--- src/rtl/db_multi_ctrl.sv ---
// Multi-channel switch debounce controller.
// A single free-running prescaler paces per-channel confirm counters. Each
// confirmed level change is posted to a per-channel pending flag. A
// round-robin arbiter then drains those flags into one valid/ready event slot.
module db_multi_ctrl #(
  parameter int NCH     = 4,
  parameter int TICK_W  = 19,
  parameter int CONFIRM = 3,
  localparam int CH_W   = (NCH > 1) ? $clog2(NCH) : 1
) (
  input  logic            clk,
  input  logic            rst,
  input  logic [NCH-1:0]  sw,
  output logic [NCH-1:0]  db,
  output logic [NCH-1:0]  rise,
  output logic [NCH-1:0]  fall,
  output logic            evt_valid,
  input  logic            evt_ready,
  output logic [CH_W-1:0] evt_ch,
  output logic            evt_edge,
  output logic            evt_ovf
);

  // CONFIRM is at most 7, so a 3-bit counter always covers 0..CONFIRM-1.
  localparam int CNT_W = 3;

  logic [NCH-1:0]            sync1_q, sync2_q;
  logic [TICK_W-1:0]         presc_q;
  logic                      tick;

  logic [NCH-1:0][CNT_W-1:0] cnt_q, cnt_d;
  logic [NCH-1:0]            db_q, db_d;
  logic [NCH-1:0]            accept;
  logic [NCH-1:0]            rise_q, fall_q;

  logic [NCH-1:0]            pend_q, pend_d;
  logic [NCH-1:0]            pend_edge_q, pend_edge_d;
  logic                      evt_valid_q, evt_valid_d;
  logic [CH_W-1:0]           evt_ch_q, evt_ch_d;
  logic                      evt_edge_q, evt_edge_d;
  logic                      ovf_q, ovf_d;
  logic [CH_W-1:0]           ptr_q, ptr_d;

  logic                      gnt_found;
  logic [CH_W-1:0]           gnt_idx;
  logic                      slot_load;

  // Two-flop synchroniser for the raw pads, plus the shared prescaler.
  always_ff @(posedge clk or posedge rst) begin
    // NOTE: sequential state uses non-blocking assignments so every flop
    // samples the pre-edge value of its source, independent of block order.
    if (rst) begin
      sync1_q <= '0;
      sync2_q <= '0;
      presc_q <= '0;
    end else begin
      sync1_q <= sw;
      sync2_q <= sync1_q;
      presc_q <= presc_q + TICK_W'(1);
    end
  end

  // Tick fires when the prescaler is 0, so the first one occurs right after reset.
  assign tick = (presc_q == '0);

  // Confirm counters: a new level must persist for CONFIRM ticks to be accepted.
  always_comb begin
    // NOTE: each variable gets a default first, so no path leaves it
    // unassigned and no latch is inferred.
    cnt_d  = cnt_q;
    db_d   = db_q;
    accept = '0;
    for (int i = 0; i < NCH; i++) begin
      if (sync2_q[i] == db_q[i]) begin
        cnt_d[i] = '0;
      end else if (tick) begin
        if (cnt_q[i] == CNT_W'(CONFIRM - 1)) begin
          accept[i] = 1'b1;
          db_d[i]   = sync2_q[i];
          cnt_d[i]  = '0;
        end else begin
          cnt_d[i] = cnt_q[i] + CNT_W'(1);
        end
      end
    end
  end

  // Debounced level and single-cycle edge pulses, aligned with the db change.
  always_ff @(posedge clk or posedge rst) begin
    if (rst) begin
      cnt_q  <= '0;
      db_q   <= '0;
      rise_q <= '0;
      fall_q <= '0;
    end else begin
      cnt_q  <= cnt_d;
      db_q   <= db_d;
      rise_q <= accept & db_d;
      fall_q <= accept & ~db_d;
    end
  end

  // Round-robin search: find the first pending channel at or after ptr, wrapping.
  always_comb begin
    logic [CH_W:0] sum;
    logic [CH_W-1:0] idx;
    gnt_found = 1'b0;
    gnt_idx   = '0;
    sum       = '0;
    idx       = '0;
    for (int k = 0; k < NCH; k++) begin
      sum = {1'b0, ptr_q} + (CH_W + 1)'(k);
      if (sum >= (CH_W + 1)'(NCH)) begin
        sum = sum - (CH_W + 1)'(NCH);
      end
      idx = sum[CH_W-1:0];
      if (!gnt_found && pend_q[idx]) begin
        gnt_found = 1'b1;
        gnt_idx   = idx;
      end
    end
  end

  // The slot may reload when it is empty or when its event is being accepted.
  assign slot_load = !evt_valid_q || evt_ready;

  // Slot loading, pending-flag bookkeeping and overflow detection.
  always_comb begin
    pend_d      = pend_q;
    pend_edge_d = pend_edge_q;
    evt_valid_d = evt_valid_q;
    evt_ch_d    = evt_ch_q;
    evt_edge_d  = evt_edge_q;
    ptr_d       = ptr_q;
    ovf_d       = ovf_q;

    if (slot_load) begin
      evt_valid_d = gnt_found;
      if (gnt_found) begin
        evt_ch_d        = gnt_idx;
        evt_edge_d      = pend_edge_q[gnt_idx];
        pend_d[gnt_idx] = 1'b0;
        ptr_d = (gnt_idx == CH_W'(NCH - 1)) ? '0 : gnt_idx + CH_W'(1);
      end
    end

    // A grant in this cycle has already cleared pend_d, so an edge that
    // coincides with its own grant re-arms the flag without an overflow.
    for (int i = 0; i < NCH; i++) begin
      if (accept[i]) begin
        if (pend_d[i]) begin
          ovf_d = 1'b1;
        end
        pend_d[i]      = 1'b1;
        pend_edge_d[i] = db_d[i];
      end
    end
  end

  // Event slot, pending queue, round-robin pointer and sticky overflow.
  always_ff @(posedge clk or posedge rst) begin
    if (rst) begin
      pend_q      <= '0;
      pend_edge_q <= '0;
      evt_valid_q <= 1'b0;
      evt_ch_q    <= '0;
      evt_edge_q  <= 1'b0;
      ovf_q       <= 1'b0;
      ptr_q       <= '0;
    end else begin
      pend_q      <= pend_d;
      pend_edge_q <= pend_edge_d;
      evt_valid_q <= evt_valid_d;
      evt_ch_q    <= evt_ch_d;
      evt_edge_q  <= evt_edge_d;
      ovf_q       <= ovf_d;
      ptr_q       <= ptr_d;
    end
  end

  assign db        = db_q;
  assign rise      = rise_q;
  assign fall      = fall_q;
  assign evt_valid = evt_valid_q;
  assign evt_ch    = evt_ch_q;
  assign evt_edge  = evt_edge_q;
  assign evt_ovf   = ovf_q;

endmodule

--- config.mk ---
export PLATFORM = sky130hd
export DESIGN_NAME = db_multi_ctrl
export DESIGN_NICKNAME = d
export VERILOG_FILES = /design/src/rtl/db_multi_ctrl.sv
export SDC_FILE = /design/constraint.sdc
export NUM_CORES = 1
export LEC_CHECK = 0
export ABC_CLOCK_PERIOD_IN_PS = 3400
export CAP_MARGIN = 10
export CORE_ASPECT_RATIO = 0.7
export CORE_MARGIN = 3
export CORE_UTILIZATION = 60
export CTS_BUF_LIST = sky130_fd_sc_hd__clkbuf_4 sky130_fd_sc_hd__clkbuf_8
export CTS_CLUSTER_SIZE = 20
export DETAILED_ROUTE_END_ITERATION = 8
export PLACE_DENSITY_LB_ADDON = 0.12
export SETUP_SLACK_MARGIN = 0.3
export SYNTH_ARGS = -nofsm -noshare
export SYNTH_HDL_FRONTEND = slang
export SYNTH_SLANG_ARGS = --single-unit
--- constraint.sdc ---
create_clock -name clk -period 3.4 [get_ports clk]
set_clock_uncertainty 0.2 [all_clocks]
set_input_delay 1.02 -clock clk [delete_from_list [all_inputs] [get_ports clk]]
set_output_delay 1.02 -clock clk [all_outputs]
set_load 0.05 [all_outputs]
# ---- After elaboration in Yosys (flattened, before gate mapping)
# Index checks and enable logic that the tools add are counted.
dict set report totals {
  output_inout_bits 17
  reg_bits 66
  word_cells 147
  in_bits 7
}
dict set report classes {
  mux 75
  magnitude_cmp 10
  reduce_logical 15
  n_bitwise 5
  eq_ne 9
  addsub 13
}
# op count
set op_table {}
lappend op_table {{1-bit two-way mux} 46}
lappend op_table {{3-bit two-way mux} 12}
lappend op_table {{19-bit by 1-bit adder with 19-bit output, second input constant} 1}
lappend op_table {{19-bit zero test} 1}
lappend op_table {{2-bit two-way mux} 9}
lappend op_table {{2-bit by 3-bit less-than comparator with 1-bit output, second input constant} 5}
lappend op_table {{3-bit by 1-bit adder with 3-bit output, second input constant} 4}
lappend op_table {{4-bit AND} 3}
lappend op_table {{3-bit by 2-bit == test with 1-bit output, second input constant} 4}
lappend op_table {{1-bit binary-select mux with 2-bit select} 5}
lappend op_table {{3-bit >= comparator, second input constant} 3}
lappend op_table {{4-bit two-way mux} 2}
lappend op_table {{4-bit inverter} 2}
lappend op_table {{2-bit nonzero test} 4}
lappend op_table {{2-bit by 1-bit subtractor with 2-bit output, second input constant} 4}
lappend op_table {{2-bit by 2-bit adder with 3-bit output, second input constant} 2}
lappend op_table {{1-bit == test} 4}
lappend op_table {{1-bit logical AND} 4}
lappend op_table {{1-bit zero test} 4}
lappend op_table {{2-bit by 1-bit adder with 3-bit output, second input constant} 1}
lappend op_table {{2-bit by 3-bit >= comparator with 1-bit output, second input constant} 1}
lappend op_table {{2-bit by 1-bit adder with 2-bit output, second input constant} 1}
lappend op_table {{1-bit demux with 2-bit select} 1}
lappend op_table {{2-bit == test, second input constant} 1}
lappend op_table {{3 further kinds} 3}

# ---- Longest topological paths before layout
dict set report logic_depth {
  depth_word 30
  ltp_mapped 10
  mapped_depth_nobuf 9
}

# ---- Worst setup path before layout
# OpenSTA, ideal clock, no wires.
dict set report synth_path {
  path_kind {register to register}
  start {register presc_q[8]}
  end {register ovf_q (netlist: evt_ovf)}
  arrival_ps 1958
  setup_ps 70
  required_time_ps 3130
  stages_incl_launch_ff 6
  synth_period_minus_slack_ps 2228
  n_path_buf 0
  setup_slack_ps 1172
  cell_sequence {dfrtp_1 -> or4_4 -> nor4b_4 -> nand3_2 -> or3_1 -> nand3_1}
}
dict set report synth_via {
  elab_chain_cells 10
  word_cells_on_any_way 16
  cone_classes {mux: 15; reduce/logical: 1}
}
# element line_no
set synth_lines {}
lappend synth_lines {{start, declared} 28} ;# logic [TICK_W-1:0] presc_q;
lappend synth_lines {{start signal, assigned} 59} ;# presc_q <= presc_q + TICK_W'(1);
lappend synth_lines {{19-bit zero test *} 64} ;# assign tick = (presc_q == '0);
lappend synth_lines {{1-bit two-way mux} 76} ;# end else if (tick) begin
lappend synth_lines {{1-bit two-way mux} 74} ;# if (sync2_q[i] == db_q[i]) begin
lappend synth_lines {{1-bit two-way mux} 150} ;# if (accept[i]) begin
lappend synth_lines {{1-bit two-way mux} 151} ;# if (pend_d[i]) begin
lappend synth_lines {{1-bit two-way mux} 150}
lappend synth_lines {{1-bit two-way mux} 151}
lappend synth_lines {{1-bit two-way mux} 150}
lappend synth_lines {{1-bit two-way mux} 151}
lappend synth_lines {{1-bit two-way mux *} 150}
lappend synth_lines {{named net ovf_d} 41} ;# logic ovf_q, ovf_d;
lappend synth_lines {{end signal, assigned} 176} ;# ovf_q <= ovf_d;
lappend synth_lines {{end, declared} 41}
# Mark *: on every way through the listed nets, which the timed path passes. The rest lies on a longest branch.
# A chain may end at the register's enable or synchronous reset.

# ---- Final worst setup path
dict set report layout_path {
  start {register db_q[1] (netlist: db[1])}
  end {output port db[1]}
}
# element line_no
set layout_rtl {}
lappend layout_rtl {{start, declared} 32} ;# logic [NCH-1:0] db_q, db_d;
lappend layout_rtl {{start signal, assigned} 92} ;# db_q <= '0;
lappend layout_rtl {{start signal, assigned} 97} ;# db_q <= db_d;
lappend layout_rtl {{end, declared} 14} ;# output logic [NCH-1:0] db,
# No word-level cell between the ends.

==> run_results.csv <==
group,metric,value,unit
outcome,status,"finished, final reports clean",
yosys,synth-main-ff-cell,"dfrtp_1",
yosys,netlist_instances,264,
yosys,netlist_area,0.00294,sq mm
hold_path,hold_depth,0,
worst_setup_path,crit_chain,"clkdlybuf4s50_1",
die,coreArea,0.00453,sq mm
yosys,synth_seq_cells,66,
timing,slew_viol_final,0,
job,drv_cap,0,
worst_setup_path,critPathMaxStageDelay,0.84,ns
clock_network,ctsResizeCount,0,
layout,layout_common_cells,"dfrtp_1, clkdlybuf4s50_1, xnor2_1, nor2_1",
timing,finalHoldViolCount,0,
worst_setup_path,cp_num_buf_inv,1,
timing,finalSetupViolations,0,
worst_setup_path,worstSetupStartpointType,"flip-flop",
yosys,async_flop_share,100,%
timing,rsz0062_at_grt,"false",
clock_network,clock-sinks,66,
yosys,avgSynthCellArea,11.1,sq um
layout,final_area,0.00342,sq mm
power_and_ir_drop,leakage,1.50,nW
layout,syn_to_final_growth,16.4,%
drt,antenna_left,0,
drt,num_vias,2049,
global_route,grt_max_degree,45,
yosys,synth_edf_count,0,
placed_design,hpwl,3690,microns
drt,route.detailed.drc,0,
layout,final_util,75.5,%
worst_setup_path,cp.required,2.18,ns
yosys,ys_warn_count,0,
global_route,grt_pass1_wl,9230,microns
layout,diodes,0,
timing,period_minus_slack,2.83,ns
timing,timing.final.crit_share,83.2,%
clock_network,path_clk_slew,0.07,ns
clock_network,cts_buffer_depth,2,
worst_setup_path,worstPathArrival,1.61,ns
worst_setup_path,critPathMaxFanout,6,
global_route,antenna_found_initial,0,
hold_path,min-delay-start,"sync1_q[1]$_DFF_PP0_",
layout,drive_gt1_share,8.39,%
yosys,synth_nets,277,
timing,setup_tns,0,ns
die,dieArea,0.00579,sq mm
clock_network,post_cts_buffers,0,
worst_setup_path,ff2ff_path_depth,5,
placed_design,dp.cells,348,
placed_design,gp_routability_congestion,0.845,
clock_network,cts_hold_buffers,0,
timing,maxSlewHeadroom,52.9,%
timing,tightest_slew,0.699,ns
timing,whs,0.154,ns
placed_design,dpl_cell_area,0.00323,sq mm
clock_network,ctsRootBufferMaster,"clkbuf_8",
hold_path,min_to,"sync2_q[1]$_DFF_PP0_",
timing,max_freq,353,MHz
layout,final_common_cell,"dfrtp_1",
placed_design,dp_slack,0.729,ns
worst_setup_path,critical_path_class,"reg -> out",
die,initial_utilization,64.9,%
layout,nNetsFinal,306,
worst_setup_path,r2r_slack,0.95,ns
worst_setup_path,r2r-end,"cnt_q[4]$_DFFE_PP0P_",
die,io_pins,24,
global_route,grt_usage,21.2,%
worst_setup_path,worst_r2r_startpoint,"presc_q[8]$_DFF_PP0_",
layout,fin_cells,364,
yosys,yosysSeqAreaShare,56.2,%
yosys,synth_cell_types,43,
die,die_w,89.6,microns
worst_setup_path,crit_path_end_kind,"output pin",
power_and_ir_drop,ir_worst_vdd,327,uV
clock_network,cts_tree,"yes",
clock_network,clk_latency,0.33,ns
clock_network,htreeDepth,3,
global_route,grt-ovfl-total,0,
placed_design,portBuffers,23,
drt,routed_wl,5230,microns
drt,drt_iter0_drc,117,
drt,vias_per_cell,5.63,
hold_path,hold_path_class,"reg -> reg",
die,rows,20,
global_route,grt_pass1_vias,1922,
power_and_ir_drop,power,1.71,mW
drt,wire_per_inst,14.4,microns
worst_setup_path,cpLargestDelayFamily,"buffers and inverters",
clock_network,numCtsBuffers,9,
drt,dr.pass1.iters,7,
die,chipHeight,64.5,microns
power_and_ir_drop,power.density,501,mW/mm^2
timing,setup_slack,0.571,ns
worst_setup_path,cpMaxStageDelayCell,"clkdlybuf4s50_1",
==> cells by family (layout without fill, tap and decap cells) <==
kind of cell / Yosys count / count (layout) / share of synthesized area (%)
DFF: 66 / 66 / 56.2
adders and majority gates: 6 / 6 / 2.56
AOI/OAI and AO/OA: 46 / 46 / 10.1
and+or+nand+nor: 95 / 95 / 18.1
buffers and inverters: 19 / 53 / 3.19
muxes: 7 / 7 / 2.43
xor gates and xnor gates: 25 / 25 / 7.45
==> layout make-up <==
class,instances,area (sq um)
fill,300,1110
multi-input combinational,179,1190
sequential,66,1650
inverter,13,48.8
tap,66,82.6
timing repair buffer,24,250
clock buffer,9,124
clock inverter,7,70.1
==> power by group <==
part / internal [mW] / total (mW) / leakage (nW) / switching, mW
clock network: 0.335 / 0.626 / 0.0873 / 0.291
logic: 0.0832 / 0.229 / 0.532 / 0.146
registers: 0.823 / 0.856 / 0.881 / 0.0336
==> how the worst max path moves through the flow <==
stage	cells past startpoint	from	to	slack, ns
2_1_floorplan	1	rst	cnt_q[0]$_DFFE_PP0P_	0.53
3_3_place_gp	6	evt_ready	evt_ovf$_DFF_PP0_	0.74
3_5_place_dp	6	evt_ready	evt_ovf$_DFF_PP0_	0.73
4_1_cts	1	db[3]$_DFF_PP0_	db[3]	0.55
5_1_grt	1	db[1]$_DFF_PP0_	db[1]	0.48
6_report	1	db[1]$_DFF_PP0_	db[1]	0.57
==> synth_stat cells, types with 4 or more instances <==
library cell	number	area, sq um
xor2_1	6	52.6
nor3b_1	6	45.0
nand2b_1	6	37.5
nand4_1	6	37.5
nand3_1	18	90.1
dfrtp_1	66	1650
a311oi_1	4	35.0
mux2i_1	6	60.1
a21oi_1	14	70.1
xnor2_1	19	166
nand2_1	18	67.6
inv_1	13	48.8
and3_1	5	31.3
o21ai_0	12	60.1
ha_1	6	75.1
nor2_1	19	71.3
==> registers in the layout, summed over array words and instances, names as in the netlist, 4 cells and up <==
| signal | flops |
|---|---|
| fall | 4 |
| cnt_q | 12 |
| sync2_q | 4 |
| rise | 4 |
| pend_edge_q | 4 |
| pend_q | 4 |
| db | 4 |
| sync1_q | 4 |
| presc_q | 19 |
==> layer usage <==
layer	vias up	global-route usage [%]	wire, microns
met3	2	6.48	340
met2	72	28.5	2170
met1	988	32.4	2700
met5	-	0	0
li1	987	-	-
met4	0	7.25	14
Note: power is estimated with default switching activity, not from simulation.
